`config.mk`:
```
export PLATFORM = sky130hd
export DESIGN_NAME = apb_master_bridge_flat
export DESIGN_NICKNAME = d
export VERILOG_FILES = /design/src/rtl/apb_master_bridge_if.sv /design/src/rtl/apb_master_bridge.sv /design/src/flat_wrapper.sv
export SDC_FILE = /design/constraint.sdc
export NUM_CORES = 1
export LEC_CHECK = 0
export CAP_MARGIN = 20
export CELL_PAD_IN_SITES_DETAIL_PLACEMENT = 1
export CELL_PAD_IN_SITES_GLOBAL_PLACEMENT = 1
export CORE_AREA = 5 5 109 111
export DETAILED_ROUTE_END_ITERATION = 6
export DIE_AREA = 0 0 114 116
export GPL_TIMING_DRIVEN = 0
export PLACE_DENSITY_LB_ADDON = 0.3
export SLEW_MARGIN = 20
export SYNTH_ARGS = -nofsm -noshare
export SYNTH_HDL_FRONTEND = slang
export SYNTH_SLANG_ARGS = --single-unit
```
`constraint.sdc`:
```
create_clock -name PCLK -period 3.15 [get_ports PCLK]
set_clock_uncertainty 0.2 [all_clocks]
set_input_delay 0.63 -clock PCLK [delete_from_list [all_inputs] [get_ports PCLK]]
set_output_delay 0.63 -clock PCLK [all_outputs]
set_load 0.03 [all_outputs]
```
`src/rtl/apb_master_bridge_if.sv`:
```
// Purpose: command/response stream plus APB bus signals shared by the bridge and its environment.
// Latency: none, wires only.
// Backpressure: carries cmd_ready/rsp_ready handshakes and the APB PREADY wait signal.
interface apb_master_bridge_if #(
  parameter int ADDR_WIDTH = 8,
  parameter int DATA_WIDTH = 32
) ();

  // Command stream from the source into the bridge
  logic                  cmd_valid;
  logic                  cmd_ready;
  logic                  cmd_write;
  logic [ADDR_WIDTH-1:0] cmd_addr;
  logic [DATA_WIDTH-1:0] cmd_wdata;

  // Response stream from the bridge back to the source
  logic                  rsp_valid;
  logic                  rsp_ready;
  logic [DATA_WIDTH-1:0] rsp_rdata;
  logic                  rsp_write;
  logic                  rsp_err;

  // APB bus towards the slave
  logic                  PSEL;
  logic                  PENABLE;
  logic [ADDR_WIDTH-1:0] PADDR;
  logic                  PWRITE;
  logic [DATA_WIDTH-1:0] PWDATA;
  logic [DATA_WIDTH-1:0] PRDATA;
  logic                  PREADY;

  // Bridge status
  logic                  busy;

  // Bridge side: consumes commands, produces responses, owns the APB request signals
  modport master (
    input  cmd_valid, cmd_write, cmd_addr, cmd_wdata,
    output cmd_ready,
    output rsp_valid, rsp_rdata, rsp_write, rsp_err,
    input  rsp_ready,
    output PSEL, PENABLE, PADDR, PWRITE, PWDATA,
    input  PRDATA, PREADY,
    output busy
  );

  // Environment side: command source, response sink and APB slave
  modport slave (
    output cmd_valid, cmd_write, cmd_addr, cmd_wdata,
    input  cmd_ready,
    input  rsp_valid, rsp_rdata, rsp_write, rsp_err,
    output rsp_ready,
    input  PSEL, PENABLE, PADDR, PWRITE, PWDATA,
    output PRDATA, PREADY,
    input  busy
  );

endinterface

```
`src/rtl/apb_master_bridge.sv`:
```
// Purpose: turns a valid/ready command stream into APB transfers and returns data plus a timeout status.
// Latency: accept at E, PSEL from E, PENABLE from E+1, response from E+2 (zero-wait), next accept at E+4.
// Backpressure: one transfer in flight; cmd_ready drops until the response is taken; hung PREADY aborts after TIMEOUT_CYCLES.
module apb_master_bridge #(
  parameter int ADDR_WIDTH     = 8,
  parameter int DATA_WIDTH     = 32,
  parameter int TIMEOUT_CYCLES = 16
) (
  input  logic                PCLK,
  input  logic                PRESET,
  apb_master_bridge_if.master bus
);

  // Counter must hold TIMEOUT_CYCLES itself; keep at least one bit when the timeout is disabled
  localparam int CNT_W = (TIMEOUT_CYCLES < 1) ? 1 : $clog2(TIMEOUT_CYCLES + 1);
  localparam bit TIMEOUT_EN = (TIMEOUT_CYCLES != 0);
  localparam logic [CNT_W-1:0] CNT_LAST = CNT_W'(TIMEOUT_EN ? TIMEOUT_CYCLES - 1 : 0);

  localparam logic [1:0] IDLE   = 2'd0;
  localparam logic [1:0] SETUP  = 2'd1;
  localparam logic [1:0] ACCESS = 2'd2;
  localparam logic [1:0] RESP   = 2'd3;

  logic [1:0]            state;
  logic [1:0]            state_nxt;
  logic [CNT_W-1:0]      wait_cnt;

  logic                  cmd_ready_q;
  logic                  busy_q;

  logic                  psel_q;
  logic                  penable_q;
  logic [ADDR_WIDTH-1:0] paddr_q;
  logic                  pwrite_q;
  logic [DATA_WIDTH-1:0] pwdata_q;

  logic                  rsp_valid_q;
  logic [DATA_WIDTH-1:0] rsp_rdata_q;
  logic                  rsp_write_q;
  logic                  rsp_err_q;

  logic                  accept;
  logic                  xfer_done;
  logic                  xfer_timeout;
  logic                  rsp_taken;

  // cmd_ready_q is only high in IDLE, so this is the IDLE-state handshake
  assign accept       = cmd_ready_q && bus.cmd_valid;
  // PREADY wins over an expiring counter on the same edge
  assign xfer_done    = (state == ACCESS) && bus.PREADY;
  assign xfer_timeout = (state == ACCESS) && !bus.PREADY && TIMEOUT_EN && (wait_cnt == CNT_LAST);
  assign rsp_taken    = (state == RESP) && rsp_valid_q && bus.rsp_ready;

  // Next-state decode for the four-phase transfer sequence
  always_comb begin
    state_nxt = state;
    case (state)
      IDLE:    if (accept) state_nxt = SETUP;
      SETUP:   state_nxt = ACCESS;
      ACCESS:  if (xfer_done || xfer_timeout) state_nxt = RESP;
      RESP:    if (rsp_taken) state_nxt = IDLE;
      default: state_nxt = IDLE;
    endcase
  end

  // State register plus registered cmd_ready/busy derived from the upcoming state
  always_ff @(posedge PCLK) begin
    if (PRESET) begin
      state       <= IDLE;
      cmd_ready_q <= 1'b1;
      busy_q      <= 1'b0;
    end else begin
      state       <= state_nxt;
      cmd_ready_q <= (state_nxt == IDLE);
      busy_q      <= (state_nxt != IDLE);
    end
  end

  // APB request signals: address/data latched on accept and held until the next accept
  always_ff @(posedge PCLK) begin
    if (PRESET) begin
      psel_q    <= 1'b0;
      penable_q <= 1'b0;
      paddr_q   <= '0;
      pwrite_q  <= 1'b0;
      pwdata_q  <= '0;
    end else if (accept) begin
      psel_q    <= 1'b1;
      penable_q <= 1'b0;
      paddr_q   <= bus.cmd_addr;
      pwrite_q  <= bus.cmd_write;
      pwdata_q  <= bus.cmd_wdata;
    end else if (state == SETUP) begin
      penable_q <= 1'b1;
    end else if (xfer_done || xfer_timeout) begin
      psel_q    <= 1'b0;
      penable_q <= 1'b0;
    end
  end

  // Counts ACCESS cycles with PREADY low; restarts every time SETUP is entered
  always_ff @(posedge PCLK) begin
    if (PRESET) begin
      wait_cnt <= '0;
    end else if (state == SETUP) begin
      wait_cnt <= '0;
    end else if ((state == ACCESS) && !bus.PREADY && TIMEOUT_EN && !xfer_timeout) begin
      wait_cnt <= wait_cnt + CNT_W'(1);
    end
  end

  // Response capture; fields stay frozen in RESP until the consumer takes them
  always_ff @(posedge PCLK) begin
    if (PRESET) begin
      rsp_valid_q <= 1'b0;
      rsp_rdata_q <= '0;
      rsp_write_q <= 1'b0;
      rsp_err_q   <= 1'b0;
    end else if (xfer_done) begin
      rsp_valid_q <= 1'b1;
      rsp_rdata_q <= pwrite_q ? '0 : bus.PRDATA;
      rsp_write_q <= pwrite_q;
      rsp_err_q   <= 1'b0;
    end else if (xfer_timeout) begin
      rsp_valid_q <= 1'b1;
      rsp_rdata_q <= '0;
      rsp_write_q <= pwrite_q;
      rsp_err_q   <= 1'b1;
    end else if (rsp_taken) begin
      rsp_valid_q <= 1'b0;
    end
  end

  assign bus.cmd_ready = cmd_ready_q;
  assign bus.busy      = busy_q;
  assign bus.PSEL      = psel_q;
  assign bus.PENABLE   = penable_q;
  assign bus.PADDR     = paddr_q;
  assign bus.PWRITE    = pwrite_q;
  assign bus.PWDATA    = pwdata_q;
  assign bus.rsp_valid = rsp_valid_q;
  assign bus.rsp_rdata = rsp_rdata_q;
  assign bus.rsp_write = rsp_write_q;
  assign bus.rsp_err   = rsp_err_q;

endmodule

```
`src/flat_wrapper.sv`:
```
// flat-port wrapper written by rule: the top's interface ports become plain ports
module apb_master_bridge_flat 
#(
  parameter int ADDR_WIDTH     = 8,
  parameter int DATA_WIDTH     = 32,
  parameter int TIMEOUT_CYCLES = 16
)
  (PCLK, PRESET, bus_cmd_valid, bus_cmd_write, bus_cmd_addr, bus_cmd_wdata, bus_cmd_ready, bus_rsp_valid, bus_rsp_rdata, bus_rsp_write, bus_rsp_err, bus_rsp_ready, bus_PSEL, bus_PENABLE, bus_PADDR, bus_PWRITE, bus_PWDATA, bus_PRDATA, bus_PREADY, bus_busy);
  apb_master_bridge_if #(.ADDR_WIDTH(ADDR_WIDTH), .DATA_WIDTH(DATA_WIDTH)) bus_i ();
  input  logic PCLK;
  input  logic PRESET;
  input wire logic [$bits(bus_i.cmd_valid)-1:0] bus_cmd_valid;
  input wire logic [$bits(bus_i.cmd_write)-1:0] bus_cmd_write;
  input wire logic [$bits(bus_i.cmd_addr)-1:0] bus_cmd_addr;
  input wire logic [$bits(bus_i.cmd_wdata)-1:0] bus_cmd_wdata;
  output wire logic [$bits(bus_i.cmd_ready)-1:0] bus_cmd_ready;
  output wire logic [$bits(bus_i.rsp_valid)-1:0] bus_rsp_valid;
  output wire logic [$bits(bus_i.rsp_rdata)-1:0] bus_rsp_rdata;
  output wire logic [$bits(bus_i.rsp_write)-1:0] bus_rsp_write;
  output wire logic [$bits(bus_i.rsp_err)-1:0] bus_rsp_err;
  input wire logic [$bits(bus_i.rsp_ready)-1:0] bus_rsp_ready;
  output wire logic [$bits(bus_i.PSEL)-1:0] bus_PSEL;
  output wire logic [$bits(bus_i.PENABLE)-1:0] bus_PENABLE;
  output wire logic [$bits(bus_i.PADDR)-1:0] bus_PADDR;
  output wire logic [$bits(bus_i.PWRITE)-1:0] bus_PWRITE;
  output wire logic [$bits(bus_i.PWDATA)-1:0] bus_PWDATA;
  input wire logic [$bits(bus_i.PRDATA)-1:0] bus_PRDATA;
  input wire logic [$bits(bus_i.PREADY)-1:0] bus_PREADY;
  output wire logic [$bits(bus_i.busy)-1:0] bus_busy;
  assign bus_i.cmd_valid = bus_cmd_valid;
  assign bus_i.cmd_write = bus_cmd_write;
  assign bus_i.cmd_addr = bus_cmd_addr;
  assign bus_i.cmd_wdata = bus_cmd_wdata;
  assign bus_cmd_ready = bus_i.cmd_ready;
  assign bus_rsp_valid = bus_i.rsp_valid;
  assign bus_rsp_rdata = bus_i.rsp_rdata;
  assign bus_rsp_write = bus_i.rsp_write;
  assign bus_rsp_err = bus_i.rsp_err;
  assign bus_i.rsp_ready = bus_rsp_ready;
  assign bus_PSEL = bus_i.PSEL;
  assign bus_PENABLE = bus_i.PENABLE;
  assign bus_PADDR = bus_i.PADDR;
  assign bus_PWRITE = bus_i.PWRITE;
  assign bus_PWDATA = bus_i.PWDATA;
  assign bus_i.PRDATA = bus_PRDATA;
  assign bus_i.PREADY = bus_PREADY;
  assign bus_busy = bus_i.busy;
  apb_master_bridge #(.ADDR_WIDTH(ADDR_WIDTH), .DATA_WIDTH(DATA_WIDTH), .TIMEOUT_CYCLES(TIMEOUT_CYCLES)) u_core (.PCLK(PCLK), .PRESET(PRESET), .bus(bus_i));
endmodule
```
# [Word-level counts from Yosys, hierarchy flattened]
# Cells that the tools add are included.
[word_totals] out_inout_bits=80 inputBits=78 wordCells=56 register_bits=87
[classes] n_eq_ne=5 add_sub_neg=1 reduce_logical=21 n_mux=16
[ops] cell="two-way mux 32 bit" count=3
[ops] cell="two-way mux 1 bit" count=9
[ops] cell="one-hot mux 2 bit (4 select lines)" count=1
[ops] cell="nonzero test 2 bit" count=4
[ops] cell="logical AND 1 bit" count=7
[ops] cell="two-way mux 2 bit" count=3
[ops] cell="OR reduction 2 bit" count=3
[ops] cell="adder 5 x 1 -> 5 bit (second input constant)" count=1
[ops] cell="equality test 5 x 4 -> 1 bit (second input constant)" count=1
[ops] cell="equality test 2 bit (second input constant)" count=2
[ops] cell="zero test 2 bit" count=2
[ops] cell="nonzero test 3 bit" count=1
[ops] cell="equality test 2 x 1 -> 1 bit (second input constant)" count=1
[ops] cell="zero test 1 bit" count=2
[ops] cell="inequality test 2 x 1 -> 1 bit (second input constant)" count=1
[ops] cell="AND reduction 2 bit" count=1
[ops] cell="logical OR 1 bit" count=1

# [Logic depth before layout (Yosys ltp)]
[logic_depth] word_depth=7 depth_mapped=7 depth_no_buf=6

# [Worst setup path after synthesis]
# OpenSTA, ideal clock, no wires.
[synth_timing] path_type="register -> register" from="register u_core.wait_cnt[0]" to="register u_core.psel_q (netlist: u_core.bus.PSEL)" path_buffers=1 slack_ns=1.213 setup_ns=0.070 t_arrival_ns=1.667 synth_period_minus_slack_ns=1.937 required_ns=2.880 stages_incl_launch_ff=8 path_cell_list="dfxtp_1 ha_1 and3_1 ha_1 nor2_1 clkbuf_1 o21ai_0 a21oi_1"
[synth_between] elab_chain_cells=5
[synth_lines] element="from (decl)" line_no="apb_master_bridge.sv:26" rtl="logic [CNT_W-1:0] wait_cnt;"
[synth_lines] element="from (signal assigned)" line_no="apb_master_bridge.sv:108" rtl="wait_cnt <= wait_cnt + CNT_W'(1);"
[synth_lines] element="equality test 5 x 4 -> 1 bit" line_no="apb_master_bridge.sv:51" rtl="assign xfer_timeout = (state == ACCESS) && !bus.PREADY && TIMEOUT_EN && (wait_cnt == CNT_LAST);"
[synth_lines] element="logical AND 1 bit" line_no="apb_master_bridge.sv:51"
[synth_lines] element="logical OR 1 bit" line_no="apb_master_bridge.sv:95" rtl="end else if (xfer_done || xfer_timeout) begin"
[synth_lines] element="nonzero test 2 bit (no line)"
[synth_lines] element="AND reduction 2 bit (no line)"
[synth_lines] element="to (signal assigned)" line_no="apb_master_bridge.sv:82" rtl="psel_q <= 1'b0;"
[synth_lines] element="to (signal assigned)" line_no="apb_master_bridge.sv:88" rtl="psel_q <= 1'b1;"
[synth_lines] element="to (signal assigned)" line_no="apb_master_bridge.sv:96" rtl="psel_q <= 1'b0;"
[synth_lines] element="to (decl)" line_no="apb_master_bridge.sv:31" rtl="logic psel_q;"
# No other way between the ends.
# A chain may end at the register's enable or synchronous reset.

# [Worst setup path after layout]
[layout_timing] from="register u_core.wait_cnt[0]" to="register u_core.rsp_rdata_q[4] (netlist: u_core.bus.rsp_rdata[4])"
[layout_between] elab_chain_cells=3
[layout_lines] element="equality test 5 x 4 -> 1 bit" line_no="apb_master_bridge.sv:51"
[layout_lines] element="logical AND 1 bit" line_no="apb_master_bridge.sv:51"
[layout_lines] element="nonzero test 2 bit (no line)"
[layout_lines] element="to (signal assigned)" line_no="apb_master_bridge.sv:121" rtl="rsp_rdata_q <= pwrite_q ? '0 : bus.PRDATA;"
[layout_lines] element="to (decl)" line_no="apb_master_bridge.sv:38" rtl="logic [DATA_WIDTH-1:0] rsp_rdata_q;"
# No other way between the ends.

==> impl_summary.md <==
Die
The area of the placeable core is 10700 sq um. Row generation in the floorplan step produced 38 rows. The die area is 13200 sq um. The die extent in x is 114 um.

The die extent in y is 116 um. 158 I/O pins were placed. For this configuration, the core starts out at a cell density of 29.6%.

Synth
The number of different library cells used by synthesis comes to 29. Synthesis produced a netlist with a net count of 466. A synthesized cell averages 8.20 sq um. In this run the cell area of the synthesized design comes to 3160 sq um.

The share of async-settable or async-resettable flops after synthesis is 0%. The register bit total from synthesis is 87. In this run, synthesis inferred 0 flip-flops with an integrated enable. The number of warnings issued by yosys is 0.

In the synthesized netlist the dominant register cell turns out to be sky130_fd_sc_hd__dfxtp_1. The synthesized netlist cell count is 386. The sequential area share after synthesis is 55.0%.

Final layout
The net count of the finished layout is 633. The relative area change from synthesis to final layout is 63.4%. 0 antenna diodes ended up in the layout. Of the cells placed in the final design, the portion with a size suffix greater than 1 is 5.73%. The count of cells in the finished layout, fillers not included, comes to 698. The core utilization of the finished layout is 48.3%.

Worst setup path
STA puts the critical path data required time at 3.22 ns. The largest individual stage delay along the critical path comes from the cell sky130_fd_sc_hd__nor2_1. The logic depth of the worst setup path including buffers is 7. STA classifies the critical path startpoint as a register.

The worst setup path is of the reg2reg kind. The gate family responsible for the most delay along the worst path is simple AND/OR/NAND/NOR gates. The number of cells on the worst reg-to-reg path is 7. The element type at the critical path end is a register. Walking the worst path, the cells encountered are ha_1 -> and3_1 -> ha_1 -> nor2_1 -> clkbuf_1 -> o21ai_0 -> a21oi_1.

The worst path buffer plus inverter count is 1. The cell that appears most often on the critical path is sky130_fd_sc_hd__ha_1. The critical-path maximum fanout is 10. For this run, the slowest stage of the critical path takes 0.43 ns. At the worst endpoint, the arrival time is 2.49 ns.

Clocking
The buffers inserted during post-CTS setup optimization is 0. TritonCTS built the clock tree. The maximum root-to-sink buffer count is 2. The library cell used as clock root buffer is sky130_fd_sc_hd__clkbuf_8. The clock drives 87 sinks. The TritonCTS buffer count is 9. The H-tree was split into 3 levels. The number of hold buffers added after CTS was 0.

The post-cts repair resize count is 0. The clock-pin transition on the worst setup and hold timing paths is 0.09 ns. The clock reaches the later pin of the worst-skew pair after 0.35 ns.

Routing
In the routed design, unresolved DRC markers number 0. Wires add up to 10.7 mm. The total number of vias is 3262. The number of detailed-route iterations in the first pass is 6. The via density per instance is 4.67. The count of nets left with antenna violations once routing finished came out at 0. After the first detailed-routing iteration, the DRC count stood at 153. After detailed routing, the average wire length per cell comes to 15.3 um.

Placed design
In this run, placement finished with an instance count of 682. Timing analysis after detailed placement gives a worst setup slack of 0.520 ns. The count of buffers added on input and output ports is 156.

At the end of routability-driven placement, the weighted congestion stood at 0.730. The HPWL after detailed placement is 8.12 mm.

Timing
The number of hold violations in the final report is 0. Setup violations remaining at the end of the flow were counted as 0. The clock period could shrink to 2.41 ns. The number of pins exceeding their max-slew limit in the final report is 0.

Setup repair after global routing left no endpoint under its margin. Setup total negative slack on the finished layout was measured at 0 ns. The max-slew headroom at the worst pin is 60.1%. For this run, the top clock speed supported by timing is 414 MHz. In the post-route analysis, the smallest setup slack over all paths is 0.736 ns. The transition time at the pin with the least slew margin is 0.598 ns. The final critical path takes up 76.6% of the cycle.

Global route
The number of antenna violations at the first check in global routing is 0. The first global-routing pass estimated 16.6 mm of wire. Entering global routing, the biggest net connects 15 pins. The number of global-route vias before repair is 3361. The total overflow reported by the global router is 0.

For this run, the total global-route usage over all layers was measured as 15.6%.

Hold path
The kind of path behind the tightest hold check is reg2reg. The number of stages on the worst hold path is 2.

Job
Across the run, the number of max-cap violations was 0.

Power and ir drop
VDD sags by at most 0.265 mV. In this run the static leakage power is 1.85 nW. Dividing total power by cell area gives a power density of 530 nW/um^2. The post-layout total power is 2.74 mW.

Status
The flow ran to the end, and the final reports show no timing, DRC or antenna violations.
==> Yosys cell counts (3+ instances only) <==
master                       n  area share (%)
sky130_fd_sc_hd__nand2_1   119              14
sky130_fd_sc_hd__dfxtp_1    87              55
sky130_fd_sc_hd__a21oi_1    79              12
sky130_fd_sc_hd__o21ai_0    35             5.5
sky130_fd_sc_hd__clkbuf_1   17             2.0
sky130_fd_sc_hd__buf_2       7             1.1
sky130_fd_sc_hd__nor2_1      7            0.83
sky130_fd_sc_hd__inv_1       4            0.47
sky130_fd_sc_hd__clkbuf_2    3            0.47
sky130_fd_sc_hd__nand3_1     3            0.47
==> where the power goes <==
group	switching, mW	internal, mW
Combinational	0.283	0.234
Sequential	0.0320	1.16
Clock	0.403	0.631
==> registers in the layout, indices dropped and copies added (netlist names) <==
register / cells
u_core.bus.rsp_err: 1
u_core.bus.PADDR: 8
u_core.bus.PWRITE: 1
u_core.bus.cmd_ready: 1
u_core.bus.PSEL: 1
u_core.state: 2
u_core.bus.rsp_write: 1
u_core.bus.rsp_rdata: 32
u_core.bus.busy: 1
u_core.bus.rsp_valid: 1
u_core.bus.PWDATA: 32
u_core.wait_cnt: 5
u_core.bus.PENABLE: 1
==> worst register-to-register path: cells and delay by family, from the launching register on <==
family | cells | cell delay [ns]
buffers and inverters | 1 | 0.37
AND/OR/NAND/NOR | 2 | 0.62
flip-flops | 1 | 0.34
AO/OA/AOI/OAI | 2 | 0.34
adder cells (fa/ha/maj) | 2 | 0.47
==> stage by stage <==
step	area, sq um	hold WS, ns
CTS	5170	0.261
detailed placement	4900	0.248
global route	5170	0.279
finish	5170	0.257
floorplan	3160	0.278
global placement	4900	0.241
==> layer usage <==
metal / routed length (um) / vias to the layer above / GRT usage [%]
met3: 1120 / 11 / 6.68
met1: 4500 / 1514 / 18.5
met5: 0 / - / 0
met4: 125 / 0 / 5.38
met2: 4950 / 122 / 25.6
li1: - / 1615 / -
==> layout by cell type (no fill, tap or decap), types with 3 or more instances in the layout <==
cell type                         instances
sky130_fd_sc_hd__clkbuf_2                 3
sky130_fd_sc_hd__clkbuf_1                18
sky130_fd_sc_hd__nor2_1                   7
sky130_fd_sc_hd__bufinv_16                4
sky130_fd_sc_hd__a21oi_1                 79
sky130_fd_sc_hd__inv_1                    4
sky130_fd_sc_hd__dfxtp_1                 87
sky130_fd_sc_hd__clkdlybuf4s50_1        156
sky130_fd_sc_hd__o21ai_0                 35
sky130_fd_sc_hd__nand3_1                  3
sky130_fd_sc_hd__buf_2                    7
sky130_fd_sc_hd__clkbuf_8                10
sky130_fd_sc_hd__nand2_1                119
==> cell families after synthesis <==
group           after synthesis  share of synthesized area, %
compound gates              120                          19.7
xor+xnor                      1                         0.277
fa+ha+maj                     2                         0.791
buf+inv                      33                          4.67
flops                        87                          55.0
mux                           2                         0.633
simple gates                141                          18.9
==> worst paths after layout <==
| path | end | slack, ns | start |
|---|---|---|---|
| min | u_core.bus.PADDR[4] | 0.26 | u_core.bus.PADDR[4] |
| max | u_core.bus.rsp_rdata[4] | 0.74 | u_core.wait_cnt[0] |
| max reg2reg | u_core.bus.rsp_rdata[4] | 0.74 | u_core.wait_cnt[0] |
| min reg2reg | u_core.bus.PADDR[4] | 0.26 | u_core.bus.PADDR[4] |
==> cell type report <==
| class | instances | area (sq um) |
|---|---|---|
| Buffer | 29 | 133 |
| Clock inverter | 5 | 129 |
| Multi-Input combinational cell | 266 | 1270 |
| Clock buffer | 11 | 141 |
| Sequential cell | 87 | 1740 |
| Inverter | 4 | 15.0 |
| Fill cell | 1272 | 5530 |
| Tap cell | 140 | 175 |
| Timing Repair Buffer | 156 | 1560 |
Note: power is estimated with default switching activity, not from simulation.
